## config.mk

```make
export PLATFORM = sky130hd
export DESIGN_NAME = seq_csel_subtractor
export DESIGN_NICKNAME = d
export VERILOG_FILES = /design/src/rtl/seq_csel_subtractor.sv
export SDC_FILE = /design/constraint.sdc
export NUM_CORES = 1
export LEC_CHECK = 0
export ABC_AREA = 1
export ABC_CLOCK_PERIOD_IN_PS = 5710
export CAP_MARGIN = 10
export CORE_AREA = 2 2 107 119
export DETAILED_ROUTE_END_ITERATION = 7
export DIE_AREA = 0 0 109 121
export GPL_TIMING_DRIVEN = 0
export PLACE_DENSITY_LB_ADDON = 0.1
export SLEW_MARGIN = 10
export SYNTH_ARGS = -nofsm -noshare
export SYNTH_HDL_FRONTEND = slang
export SYNTH_SLANG_ARGS = --single-unit
```

## constraint.sdc

```tcl
create_clock -name clk -period 5.71 [get_ports clk]
set_input_delay 0.571 -clock clk [delete_from_list [all_inputs] [get_ports clk]]
set_output_delay 0.571 -clock clk [all_outputs]
set_load 0.05 [all_outputs]
```

## src/rtl/seq_csel_subtractor.sv

```systemverilog
// Multi-cycle carry-select subtractor: d = a - b - bin, one CHUNK-bit slice per clock,
// LSB slice first, with a start/busy/done handshake.
module seq_csel_subtractor #(
    parameter int unsigned WIDTH = 16,
    parameter int unsigned CHUNK = 4
) (
    input  logic             clk,
    input  logic             rst_n,
    input  logic             start,
    input  logic [WIDTH-1:0] a,
    input  logic [WIDTH-1:0] b,
    input  logic             bin,
    output logic             busy,
    output logic             done,
    output logic [WIDTH-1:0] d,
    output logic             bout,
    output logic             ovf
);

    localparam int unsigned NCHUNK = WIDTH / CHUNK;
    localparam int unsigned IDXW   = (NCHUNK > 1) ? $clog2(NCHUNK) : 1;

    typedef enum logic [1:0] {
        S_IDLE = 2'd0,
        S_RUN  = 2'd1,
        S_DONE = 2'd2
    } state_t;

    state_t           state;
    logic [IDXW-1:0]  idx;
    logic             carry;
    logic [WIDTH-1:0] acc;
    logic [WIDTH-1:0] a_q;
    logic [WIDTH-1:0] b_q;

    logic [CHUNK-1:0] a_sl;
    logic [CHUNK-1:0] nb_sl;
    logic [CHUNK:0]   s0;
    logic [CHUNK:0]   s1;
    logic [CHUNK:0]   sel;
    logic [WIDTH-1:0] acc_nxt;
    logic             ovf_nxt;

    // Current slice: both carry hypotheses, carry-selected sum merged into the accumulator
    always_comb begin
        a_sl    = '0;
        nb_sl   = '0;
        acc_nxt = acc;
        for (int i = 0; i < int'(NCHUNK); i++) begin
            if (idx == IDXW'(i)) begin
                a_sl  = a_q[i*CHUNK +: CHUNK];
                nb_sl = ~b_q[i*CHUNK +: CHUNK];
            end
        end
        s0  = {1'b0, a_sl} + {1'b0, nb_sl};
        s1  = s0 + (CHUNK+1)'(1);
        sel = carry ? s1 : s0;
        for (int i = 0; i < int'(NCHUNK); i++) begin
            if (idx == IDXW'(i)) begin
                acc_nxt[i*CHUNK +: CHUNK] = sel[CHUNK-1:0];
            end
        end
        ovf_nxt = (a_q[WIDTH-1] != b_q[WIDTH-1]) && (acc_nxt[WIDTH-1] != a_q[WIDTH-1]);
    end

    // Handshake FSM, slice sequencing and registered results
    always_ff @(posedge clk) begin
        if (!rst_n) begin
            state <= S_IDLE;
            idx   <= '0;
            carry <= 1'b0;
            acc   <= '0;
            a_q   <= '0;
            b_q   <= '0;
            busy  <= 1'b0;
            done  <= 1'b0;
            d     <= '0;
            bout  <= 1'b0;
            ovf   <= 1'b0;
        end else begin
            case (state)
                S_IDLE: begin
                    done <= 1'b0;
                    if (start) begin
                        a_q   <= a;
                        b_q   <= b;
                        carry <= ~bin;
                        idx   <= '0;
                        acc   <= '0;
                        busy  <= 1'b1;
                        state <= S_RUN;
                    end
                end
                S_RUN: begin
                    acc   <= acc_nxt;
                    carry <= sel[CHUNK];
                    idx   <= idx + IDXW'(1);
                    if (idx == IDXW'(NCHUNK - 1)) begin
                        d     <= acc_nxt;
                        bout  <= ~sel[CHUNK];
                        ovf   <= ovf_nxt;
                        done  <= 1'b1;
                        state <= S_DONE;
                    end
                end
                S_DONE: begin
                    done  <= 1'b0;
                    busy  <= 1'b0;
                    state <= S_IDLE;
                end
                default: begin
                    done  <= 1'b0;
                    busy  <= 1'b0;
                    state <= S_IDLE;
                end
            endcase
        end
    end

endmodule
```

Yosys cells after proc, flatten, opt, wreduce, memory -nomap -nowiden
Index checks and enable logic that the tools add are counted.
- input bits: 36
- logic and storage cells: 63
- flip-flop bits (word level): 73
- add/sub/neg operators: 3
- reductions and logical operators: 10
- bitwise logic cells: 7
- equal/unequal tests: 8
- muxes and demuxes: 24
- operators with widths (cell ; number):
    $mux W4 ; 12
    $pmux W16 S2 ; 1
    $mux W16 ; 1
    $not A4 Y4 ; 4
    $reduce_and A2 Y1 ; 6
    $pmux W2 S2 ; 2
    $mux W2 ; 3
    $add A4 B4 Y5 ; 1
    $add A5 B1 Y5 const B ; 1
    $mux W5 ; 1
    $eq A2 B1 Y1 const B ; 2
    $eq A2 B2 Y1 const B ; 2
    $logic_not A2 Y1 ; 2
    $ne A2 B2 Y1 const B ; 2
    $pmux W1 S2 ; 2
    $not A1 Y1 ; 3
    $add A2 B1 Y2 const B ; 1
    $mux W1 ; 2
    $ne A1 B1 Y1 ; 2
    $reduce_bool A2 Y1 ; 1
    $logic_and A1 B1 Y1 ; 1

Depth between registers and ports, before layout
Gate-level depths: netlist (run 1).
- depth in word-level cells: 11
- mapped depth: 20
- mapped depth without buffers: 20

Worst setup path before layout (run 1)
OpenSTA, ideal clock, no wires.
- path type: register to register
- start: reg idx[0]
- end: reg d[6]
- stages on the path, launching flop included: 18
- period minus slack after synthesis: 2.789 ns
- data arrival time: 2.730 ns
- setup time: 0.059 ns
- setup slack: 2.921 ns
- data required time: 5.651 ns
- cells stage by stage: dfxtp_1 -> inv_1 -> ha_1 -> clkbuf_1 -> inv_1 -> o21ai_0 -> a21oi_1 -> ha_1 -> fa_1 -> ha_1 -> inv_1 -> o21ai_0 -> nand2_1 -> nand2_1 -> o21ai_0 -> nand2_1 -> o211ai_1 -> inv_1
- word-level cells in the longest chain between the ends: 9
- elaborated cells between the ends (all ways): 17
- classes of those cells: add/sub (2); eq/ne (3); mux (10); reduce/logical (2)
- ends and longest elaborated chain (what ; line ; text):
    from (decl) ; 30 ; logic [IDXW-1:0] idx;
    from (signal assigned) ; 97 ; idx <= idx + IDXW'(1);
    $logic_not A2 Y1 ; 50 ; if (idx == IDXW'(i)) begin
    $mux W4 (4 in a row) ; 50 ;
    $add A4 B4 Y5 ; 55 ; s0 = {1'b0, a_sl} + {1'b0, nb_sl};
    $add A5 B1 Y5 ; 56 ; s1 = s0 + (CHUNK+1)'(1);
    $mux W5 ; 57 ; sel = carry ? s1 : s0;
    $mux W4 ; 59 ; if (idx == IDXW'(i)) begin
    to (signal assigned) ; 99 ; d <= acc_nxt;
    to (decl) ; 15 ; output logic [WIDTH-1:0] d,
Parallel ways exist; a longest one is shown, timed or not.
A chain may end at the register's enable or synchronous reset.

Worst setup path after layout (run 1)
Same ends and word-level chain as after synthesis.

==> results summary, run 1 <==
The placeable core region is 11,930 um^2. The net count after synthesis is about 460. Counting instances, the worst hold path has a depth of 2. The arrival time of data at the critical path endpoint came out at around 3.7 ns. The number of gates given a new drive strength after cts is 0. The synthesized netlist occupies a cell area of between 3000 and 4000 um^2. Setup violations remaining at the end of the flow were counted as 0. The DRC violations left is 0. The die extent in x is 109 um. Entering global routing, the biggest net connects 13 pins. The beginning of the worst hold path is acc[1].

Registers are responsible for 35.4% of the overall power. The number of enable-type register cells in the synthesized netlist came out at 0. The global placement routability congestion came out at between 0.8 and 0.9.

The number of levels the H-tree was split into is 3. The number of slew-limit violations in the final report came to 0. Wires add up to ~8 mm.

The worst setup path is of the register to register kind. Walking the worst path, the cells encountered are inv_1 -> ha_1 -> clkbuf_1 -> inv_1 -> o21ai_0 -> a21oi_1 -> ha_1 -> fa_1 -> ha_1 -> inv_1 -> o21ai_0 -> nand2_1 -> nand2_1 -> o21ai_0 -> nand2_1 -> o211ai_1 -> inv_1. nand2_1 is the most common cell in the netlist. Headroom to the max-slew limit came out at 66.09%. The slowest stage cell on the critical path is fa_1.

The post-DP HPWL is 6.324 mm. The depth of the most critical reg-to-reg path is 17. The number of top-level pins is 56. By count the netlist is led by nand2_1 (75), dfxtp_1 (70), nor2_1 (70), o21ai_0 (70), nand3_1 (22). For hold timing, the worst endpoint is acc[1]. The maximum net fanout on the critical path came out at 10.

Based on the critical path, the design can be clocked at up to 0.2936 GHz. For the worst setup path, the data required time is 5.99 ns. Sorting the synthesized cells by area gives the leading types as dfxtp_1 (46%), o21ai_0 (12%), nand2_1 (9.3%), nor2_1 (8.7%), ha_1 (3.7%). The growth of design area from synthesis to finish is 37.06%. For this run, the slowest stage of the critical path takes 0.53 ns.

The number of global-route vias before repair is 2,738. The element type at the critical path end is a register. The minimum clock period came out at around 3.4 ns. The number of clock buffers added by TritonCTS is 9. The gate count after technology mapping came out at ~420. By instance count, the cell type seen most on the critical path is inv_1. The fraction of registers with async set or reset after synthesis came out at 0%. The repair_antennas step left the layout with diodes totalling 0. The tree is rooted in a clkbuf_16. The total via count in the routed design is 2,834. At the end of the flow, the number of nets in the layout was 527. The die is about 120 um tall. The maximum buffer depth of the clock tree came out at 2. The reg-to-reg critical path endpoint is d[6].

Across the routed clock network, the largest skew measured is 0.005827 ns. The maximum vdd drop is 161.5 uV. The power per unit of standard cell area is 360.1 nW/um^2.

The number of placement rows is 42. Among all flip-flop cells after synthesis, the most frequent one is dfxtp_1. Setup repair after global routing left no endpoint under its margin.

The number of filler instances in the final layout is between 1,000 and 1,500. The combinational cell fraction of total power is about 17%. At the pin with the least slew margin, the transition time is around 0.51 ns. The clock latency at the later pin of the worst-skew pair is 0.33 ns. The analysis attributes to cell leakage a power of between 1.5 and 2 nW. The number of distinct library cell variants in the gate-level netlist after synthesis is 26. The count of buffers from port buffering came out at 55. The number of detailed-routing iterations run before antenna repair is 4.

The worst register-to-register path has a setup slack of 2.30 ns. The share of the synthesized area in the top cell type came out at 46.17%. The leftover overflow at the end of global routing is 0. The total setup buffers inserted after CTS came out at 0. The share of synthesized area occupied by flip-flops and latches is 46.17%. In this run the critical register-to-register path is launched from idx[0].

The final worst-path cycle share came out at 59.65%. Synthesis inferred 70 register bits. The die area came out at 13,190 um^2. The average detailed-routed wire length per instance is between 10 and 15 um. The count of final hold-check violations is 0.

The mean instance size in the synthesized netlist came out at 7.314 um^2. The clock network fraction of total power came out at between 40 and 50%. The max-capacitance violation count came out at 0.

In this run, the number of DRC markers left after iteration 0 of detailed routing was 78. During synthesis, Yosys emitted a total of 0 warnings. The worst setup path is launched from a register. Once the floorplan was initialized, standard cells occupied about 25% of the core. The clock tree from TritonCTS is built. The share of total power consumed by net switching is 26.13%. The share of post-route cells with drive strength above 1 is 7.407%. The remaining antenna violation count after routing came out at 0. The overall track demand over capacity in global routing came out at 13.53%.

The mean number of vias per cell is 4.428. The placement-stage worst setup slack came out at roughly 2.2 ns. The flow ran to the end, and the final reports show no timing, DRC or antenna violations. The internal cell power is 0.001107 W.

Clock-pin slew was measured on the worst setup and hold paths at 0.06 ns. The initial antenna violation count came out at 0. The number of sinks driven by the clock tree is 70.

The number of hold buffers added after CTS was 0. The net switching power came out at just under 0.0004 W. The post-layout worst setup margin came out at 2.304 ns. The first global-routing pass estimated 13.52 mm of wire. The summed negative setup slack over all endpoints came out at 0 ns. The largest total area in the synthesized netlist belongs to dfxtp_1.

In this run the worst hold path is classified as register to register.
-- power groups by stage --
stage	combinational (W)	clock, W	sequential (W)
floorplan	0.000172	0	0.000540
global placement	0.000262	0	0.000541
detailed placement	0.000263	0	0.000541
CTS	0.000265	0.000723	0.000531
global route	0.000299	0.000748	0.000533
finish	0.000259	0.000708	0.000531
-- placed cells by master (no fill, tap or decap) --
cell type and n:
nor2_2 3, ha_1 9, nand2_1 75, nor2_1 70, a21oi_1 17, buf_6 1
clkbuf_16 9, clkdlybuf4s50_1 55, nand3_1 22, nor2_4 3, or2_2 3, fa_1 1
inv_1 19, dfxtp_1 70, clkbuf_1 14, o22ai_1 4, bufinv_16 4, a211oi_1 2
o21a_1 1, buf_1 2, nor3_1 2, inv_2 7, a21o_1 1, clkinv_1 1
o21ai_0 70, o21ai_1 11, clkinv_4 1, buf_2 2, buf_4 1, clkbuf_8 2
o211ai_1 4
-- layout make-up --
type	count	area [um^2]	share of cell area (%)
Sequential cell	70	1401	33.68
Clock buffer	11	252.7	6.075
Multi-Input combinational cell	298	1444	34.71
Timing Repair Buffer	55	550.5	13.23
Clock inverter	5	128.9	3.098
Tap cell	154	192.7	4.632
Inverter	27	101.3	2.436
Buffer	20	88.84	2.135
-- stage by stage --
| step | instances | area [um^2] | util [%] | hold slack [ns] | total power [W] |
|---|---|---|---|---|---|
| finish | 640 | 4160 | 34.88 | 0.4530 | 0.001498 |
| global route | 640 | 4160 | 34.88 | 0.4674 | 0.001580 |
| CTS | 640 | 4160 | 34.88 | 0.4547 | 0.001518 |
| detailed placement | 624 | 3779 | 31.68 | 0.4407 | 0.0008045 |
| global placement | 624 | 3779 | 31.68 | 0.4348 | 0.0008027 |
| floorplan | 415 | 3035 | - | 0.4231 | 0.0007125 |
-- flip-flops by register name, summed over array words and instances, names as in the netlist --
register and count:
a_q 16, b_q 16, d 16, acc 13, idx 2, state 2
bout 1, busy 1, carry 1, done 1, ovf 1
-- metal layers --
layer | vias up | track usage, % | share of wire (%)
met5 | - | 0 | 0
met1 | 1256 | 17.29 | 47
met4 | 0 | 5.769 | 1.5
li1 | 1508 | - | -
met3 | 10 | 2.846 | 3.9
met2 | 60 | 21.86 | 47
-- worst max-delay path, delay by kind of cell (launching register included) --
family,cells,cell delay [ns]
buf+inv,5,0.86
simple gates,3,0.34
compound gates,5,0.69
fa+ha+maj,4,1.12
flops,1,0.33
-- logic make-up after synthesis --
kind of cell | after synthesis | synth area share, %
adders and majority gates | 10 | 4.369
DFF | 70 | 46.17
and+or+nand+nor | 178 | 24.24
buffers and inverters | 47 | 6.266
AOI/OAI and AO/OA | 110 | 18.96
-- how the worst max path moves through the flow --
stage / startpoint / to / slack [ns]
4_1_cts: idx[0] / d[9] / 2.22
5_1_grt: idx[1] / d[6] / 1.96
3_3_place_gp: idx[0] / d[9] / 2.29
3_5_place_dp: idx[0] / d[9] / 2.23
6_report: idx[0] / d[6] / 2.30
2_1_floorplan: idx[0] / d[6] / 2.92
(Power assumes the default switching activity.)
==> run 2: changes to the inputs <==
--- a/config.mk
+++ b/config.mk
@@ -6,7 +6,7 @@
 export NUM_CORES = 1
 export LEC_CHECK = 0
 export ABC_AREA = 1
-export ABC_CLOCK_PERIOD_IN_PS = 5710
+export ABC_CLOCK_PERIOD_IN_PS = 3350
 export CAP_MARGIN = 10
 export CORE_AREA = 2 2 107 119
 export DETAILED_ROUTE_END_ITERATION = 7
==> constraint.sdc (replaced) <==
create_clock -name clk -period 3.35 [get_ports clk]
set_input_delay 0.335 -clock clk [delete_from_list [all_inputs] [get_ports clk]]
set_output_delay 0.335 -clock clk [all_outputs]
set_load 0.05 [all_outputs]
==> run 2 against run 1 <==
Net effect: maximum frequency increased by 9.4%; cell count unchanged; via count decreased by 0.21%; first-iteration DRC count increased by 33%; flip-flop and latch count unchanged; critical path type unchanged; largest power group unchanged.
==> results summary, run 2 (synthesis gave the netlist of run 1 again) <==
The layout has 1,276 filler cells. Of all nets on the critical path, the largest fanout is 10. The H-tree generated during clock tree synthesis spans 3 levels. The growth of design area from synthesis to finish came out at 37.68%. In the layout the commonest cells are nand2_1 (73), nor2_1 (70), dfxtp_1 (70). The total buffers and inverters traversed by the critical path is 5. The worst setup path is of the register to register kind. For this design, the slowest cell found on the critical path is fa_1. The die area came out at between 10,000 and 15,000 um^2. Per report_power, the sequential group accounts for between 30% and 40% of the total. The maximum buffer depth of the clock tree is 2. The first global-routing pass estimated approximately 14 mm of wire.

The achievable frequency is 0.3210 GHz. The number of global-route vias before repair came out at 2,738. The largest net degree at the start of global routing is 13. The largest registers in the layout are a_q: 16 flops, b_q: 16 flops, d: 16 flops. The share of total power dissipated in the clock network is 46.9%. For this design the top-level I/O count stands at 56. The congestion estimate from routability-driven global placement came to approximately 0.84. The delay of the slowest cell on the worst path came out at 0.54 ns. The headroom to the max-slew limit came out at 66.10%. The sequential cell area is 1401 um^2. Max-cap violations in this run came to 0. The worst setup path is captured at a register. Detailed placement ended at an HPWL of 6.324 mm. The placed instance area came out at 3779 um^2. The initial cell density of the core is roughly a quarter. The initial antenna violation count came out at 0. Once routing completed, OpenROAD measured the worst setup slack at 0.2351 ns. The first detailed-routing pass ran for 4 iterations. The number of slew-limit violations in the final report was 0.

The arrival time of data at the critical path endpoint came out at 3.37 ns. In this run the standard cell core region covers between 10,000 and 15,000 um^2. The final worst-path cycle share is 92.98%.

The critical path data required time came out at 3.61 ns. The static leakage is 1.698 nW. The path class of the tightest hold or removal check is register to register. The average detailed-routed wire length per instance came out at around 13 um. The worst hold slack is 0.4535 ns. The total via count in the routed design came out at 2,828. The DRC violations left came out at 0.

The commonest non-fill, non-tap cell in the layout is nand2_1. The die outline height is 121 um. The register clock-pin slew on the reported worst setup and hold paths is around 0.06 ns. For this design the total switching power over the nets is 0.0006731 W. VDD sags by at most 270.6 uV.

The die extent in x is approximately 110 um. The final layout net count came out at 527. The minimum clock period came out at 3.115 ns.

The final design instance area without fill came out at 4179 um^2. The number of placement rows is between 40 and 50. The post-route netlist has 9.053% of its cells at a drive strength greater than 1.

The final number of setup-violating endpoints is 0. STA classifies the critical path startpoint as a register. At the placement stage, the worst setup path has a slack of -0.1349 ns. The share of total power consumed by net switching came out at 26.17%. The measured slew at the worst slew-check pin came out at 0.5069 ns. The remaining antenna violation count after routing came out at 0. The power per unit of standard cell area is roughly 620 nW/um^2.

The internal portion of the total power is 0.001899 W. The setup clock skew after layout came out at about 0.0055 ns. The count of final hold-check violations is 0. The library cell used as clock root buffer is clkbuf_16. The leftover overflow at the end of global routing is 0. The first routing iteration left 104 violations. The reg-to-reg setup timing slack came out at 0.24 ns. The routed design has 8.227 mm of wire. The signal on the critical path passes through inv_1 -> ha_1 -> clkbuf_2 -> inv_1 -> o21ai_0 -> a21oi_1 -> ha_1 -> fa_1 -> ha_1 -> inv_1 -> o21ai_1 -> nand2_1 -> buf_4 -> nand2_1 -> o21ai_0 -> o21ai_0. The number of buffers created by CTS came out at 9. The combinational cell fraction of total power is between 10% and 20%.

After detailed routing, the number of vias per cell comes to 4.419. Clock latency on the worst-skew pair, taken at its later pin, is about 0.33 ns. The count of buffers from port buffering is 55. In the final layout, the multi-input gates occupy 1455 um^2.

The overall track demand over capacity in global routing came out at approximately 14%. Buffers inserted to repair hold after CTS numbered 0. The flow ran to the end, and the final reports show no timing, DRC or antenna violations. TritonCTS built the clock tree. The count of inserted antenna diode cells came out at 0. In this design, the largest share of critical-path delay is due to adder cells. The number of sinks driven by the clock tree came out at 70. The total power consumption of the routed design came out at about 0.0026 W.
## run 2: cell count changes in the layout (fill, tap and decap cells not counted), sizes merged
cell    previous run  this run
clkbuf            25        24
buf                6         7
## run 2: cell type report
class | instances | area share, %
Inverter | 27 | 2.455
Buffer | 19 | 2.096
Clock buffer | 11 | 6.048
Timing Repair Buffer | 56 | 13.35
Multi-Input combinational cell | 298 | 34.82
Tap cell | 154 | 4.611
Sequential cell | 70 | 33.53
Clock inverter | 5 | 3.084
## run 2: power groups by stage
stage	clock (W)	sequential [W]	combinational [W]
2_1_floorplan	0	0.000920	0.000294
3_3_place_gp	0	0.000922	0.000446
3_5_place_dp	0	0.000922	0.000449
4_1_cts	0.00123	0.000904	0.000459
5_1_grt	0.00128	0.000909	0.000529
6_report	0.00121	0.000905	0.000462
## run 2: worst paths after layout
check,cells past startpoint,end,from
setup reg to reg,16,acc[2],idx[0]
hold / removal,2,bout,bout
setup / recovery,16,acc[2],idx[0]
hold reg to reg,2,bout,bout
## run 2: layer usage
layer	GRT usage (%)	share of wire (%)	wire length [um]	up-vias
li1	-	-	-	1503
met1	17.29	47	3899	1267
met2	21.86	48	3911	48
met5	0	0	0	-
met4	5.769	1.6	131	0
met3	2.846	3.5	284	10
## run 2: worst reg2reg max path: stages, from the launching register on
cell      delay (ns)
dfxtp_1         0.33
inv_1           0.13
ha_1            0.19
clkbuf_2        0.24
inv_1           0.17
o21ai_0         0.19
a21oi_1         0.10
ha_1            0.24
fa_1            0.54
ha_1            0.17
inv_1           0.05
o21ai_1         0.14
nand2_1         0.10
buf_4           0.15
nand2_1         0.05
o21ai_0         0.11
o21ai_0         0.16
## run 2: timing repair
action,4_1_cts,5_1_grt
endpoints found under the setup margin,17,21
setup buffers,0,1
gates resized for setup,3,6
pin swaps,0,1
## run 2: through the flow
| stage | util (%) | cells | TNS [ns] |
|---|---|---|---|
| 2_1_floorplan | - | 415 | 0 |
| 3_3_place_gp | 31.68 | 624 | -0.4874 |
| 3_5_place_dp | 31.68 | 624 | -0.9019 |
| 4_1_cts | 34.93 | 640 | 0 |
| 5_1_grt | 35.03 | 640 | -0.006079 |
| 6_report | 35.03 | 640 | 0 |
==> run 3: changes to the inputs <==
--- a/config.mk
+++ b/config.mk
@@ -13,6 +13,7 @@
 export DIE_AREA = 0 0 109 121
 export GPL_TIMING_DRIVEN = 0
 export PLACE_DENSITY_LB_ADDON = 0.1
+export SKIP_CTS_REPAIR_TIMING = 1
 export SLEW_MARGIN = 10
 export SYNTH_ARGS = -nofsm -noshare
 export SYNTH_HDL_FRONTEND = slang
==> run 3 against run 2 <==
Net effect: final area up 0.42%; cell count up 0.31%; sequential share of layout area down 0.14 points; flip-flop and latch count unchanged; sequential power about the same; power up 0.24%; combinational power up 0.9%; wire length up 0.36%; setup slack worse by 0.0031 ns; critical path type unchanged.
==> results summary, run 3 (synthesis gave the netlist of run 1 again) <==
The count of inserted antenna diode cells came out at 0. The initial antenna violation count is 0. The worst path uses 93.07% of the clock period.

The number of placement rows came out at 42. The final layout net count came out at about 530. In this run the vertical extent of the chip is 121 um. The startpoint identified for the worst register-to-register timing path is idx[0]. The die area is 13,190 um^2.

TritonCTS built the clock tree. The core region is 11,930 um^2. The routed wire length on met3 is 294 um. The number of non-filler instances in the completed layout came out at about 640. The leftover overflow at the end of global routing is 0. The headroom to the max-slew limit is 66.09%. The cell sitting at the root of the clock tree is a clkbuf_16. During I/O placement, the number of pins put on the boundary was 56.

The remaining antenna violation count after routing is 0. The share of post-route cells with drive strength above 1 came out at 9.426%. The average detailed-routed wire length per instance is 12.86 um. The post-DP HPWL is 6.324 mm. For this run, design rule violations remaining after detail routing come to 0. The maximum vdd drop came out at 277.4 uV. The initial cell density of the core is 25.45%. The count of final hold-check violations is 0. The largest registers in the layout are a_q: 16 flops, b_q: 16 flops, d: 16 flops.

The power per unit of standard cell area is 614.4 nW/um^2. The total power consumption of the routed design came out at 0.002578 W. The global placement routability congestion is 0.8398.

The top cell types in the final layout, fill and taps aside, are nand2_1 (73), nor2_1 (70), dfxtp_1 (70). The run finished with clean final reports. The mean number of vias per cell is 4.442. The number of global-route vias before repair was approximately 2,700. The max-capacitance violation count is 0.

The largest net degree at the start of global routing is 13. In this run the worst path has a maximum fanout of 10. The total routed wirelength is 8.257 mm. The achievable frequency came out at 0.3207 GHz.

STA classifies the critical path startpoint as a register. The first detailed-routing pass ran for 4 iterations. The overall track demand over capacity in global routing is between 10% and 20%. The element type at the critical path end is a register.

Data on the critical path is required at its endpoint by 3.61 ns. The wire length of the first global-routing pass came out at 13.52 mm. After detailed routing, the met2 layer carries 3.910 mm of wire. The met1 layer wirelength in the final routing came out at 3.921 mm. In this run the worst hold path is classified as register to register. After clock tree synthesis, the clock-pin slew on the worst setup and hold paths is 0.06 ns. The final number of setup-violating endpoints came out at 0. Buffers inserted during clock tree synthesis total 9.

The first element of the critical path is idx[0]. The static leakage came out at 1.705 nW. The maximum buffer depth of the clock tree came out at 2. The growth of design area from synthesis to finish came out at 38.25%. For the final database, setup skew stands at between 0.004 and 0.005 ns.

Measured along the x axis, the die boundary spans 109 um. In this run the most critical hold path is launched from acc[1]. The arrival time of data at the critical path endpoint came out at about 3.4 ns. The summed negative setup slack over all endpoints is 0 ns.

The number of levels the H-tree was split into came out at 3. The number of slew-limit violations in the final report came out at 0. The starting DRC count in detailed routing came out at 92. Clock latency on the worst-skew pair, taken at its later pin, is about 0.33 ns.

The number of cells after detailed placement is roughly 620. The commonest non-fill, non-tap cell in the layout is nand2_1. The routed layout has 2,852 vias. The measured slew at the worst slew-check pin is 0.5070 ns. Counting I/O delays and the setup requirement, the final critical path takes 3.118 ns. The start-to-end type of the worst setup path is register to register. The count of buffers from port buffering is 55. The number of sinks driven by the clock tree is 70. The uppermost layer routed is met4.
## run 3: worst paths after layout
kind / end / slack (ns) / depth (start not counted)
setup / recovery: acc[2] / 0.23 / 16
hold reg to reg: acc[1] / 0.45 / 2
hold / removal: acc[1] / 0.45 / 2
setup reg to reg: acc[2] / 0.23 / 16
## run 3: cell type report
type / count / area [um^2]
inverter: 27 / 105.1
buffer: 19 / 87.58
clock buffer: 11 / 252.7
clock inverter: 5 / 128.9
sequential: 70 / 1401
tap: 154 / 192.7
fill: 1275 / 7732
multi-input combinational: 298 / 1455
timing repair buffer: 58 / 573.1
## run 3: power by group
part / switching (W) / internal, W
clock network: 0.000363 / 0.000845
logic: 0.000289 / 0.000177
registers: 0.0000241 / 0.000881
total: 0.000676 / 0.00190
## run 3: critical path: stages (launching register included)
cell and delay, ns:
dfxtp_1 0.33, inv_1 0.13, ha_1 0.19, clkbuf_2 0.24, inv_1 0.17, o21ai_0 0.19, a21oi_1 0.10, ha_1 0.23
fa_1 0.54, ha_1 0.17, inv_1 0.05, o21ai_1 0.14, nand2_1 0.10, buf_4 0.15, nand2_1 0.04, o21ai_0 0.11
o21ai_0 0.16
## run 3: metrics by stage
| step | hold WS, ns | setup slack [ns] | util (%) | instance area, um^2 |
|---|---|---|---|---|
| after global routing | 0.4674 | -0.006254 | 35.18 | 4197 |
| after CTS | 0.4547 | -0.1376 | 34.88 | 4160 |
| after floorplan | 0.4231 | 0.5608 | - | 3035 |
| after global placement | 0.4348 | -0.07466 | 31.68 | 3779 |
| after detailed placement | 0.4407 | -0.1349 | 31.68 | 3779 |
| final | 0.4528 | 0.2321 | 35.18 | 4197 |
## run 3: routing by layer
metal	vias up	track usage (%)
met1	1279	17.29
met5	-	0
met3	10	2.846
li1	1511	-
met4	0	5.769
met2	52	21.86
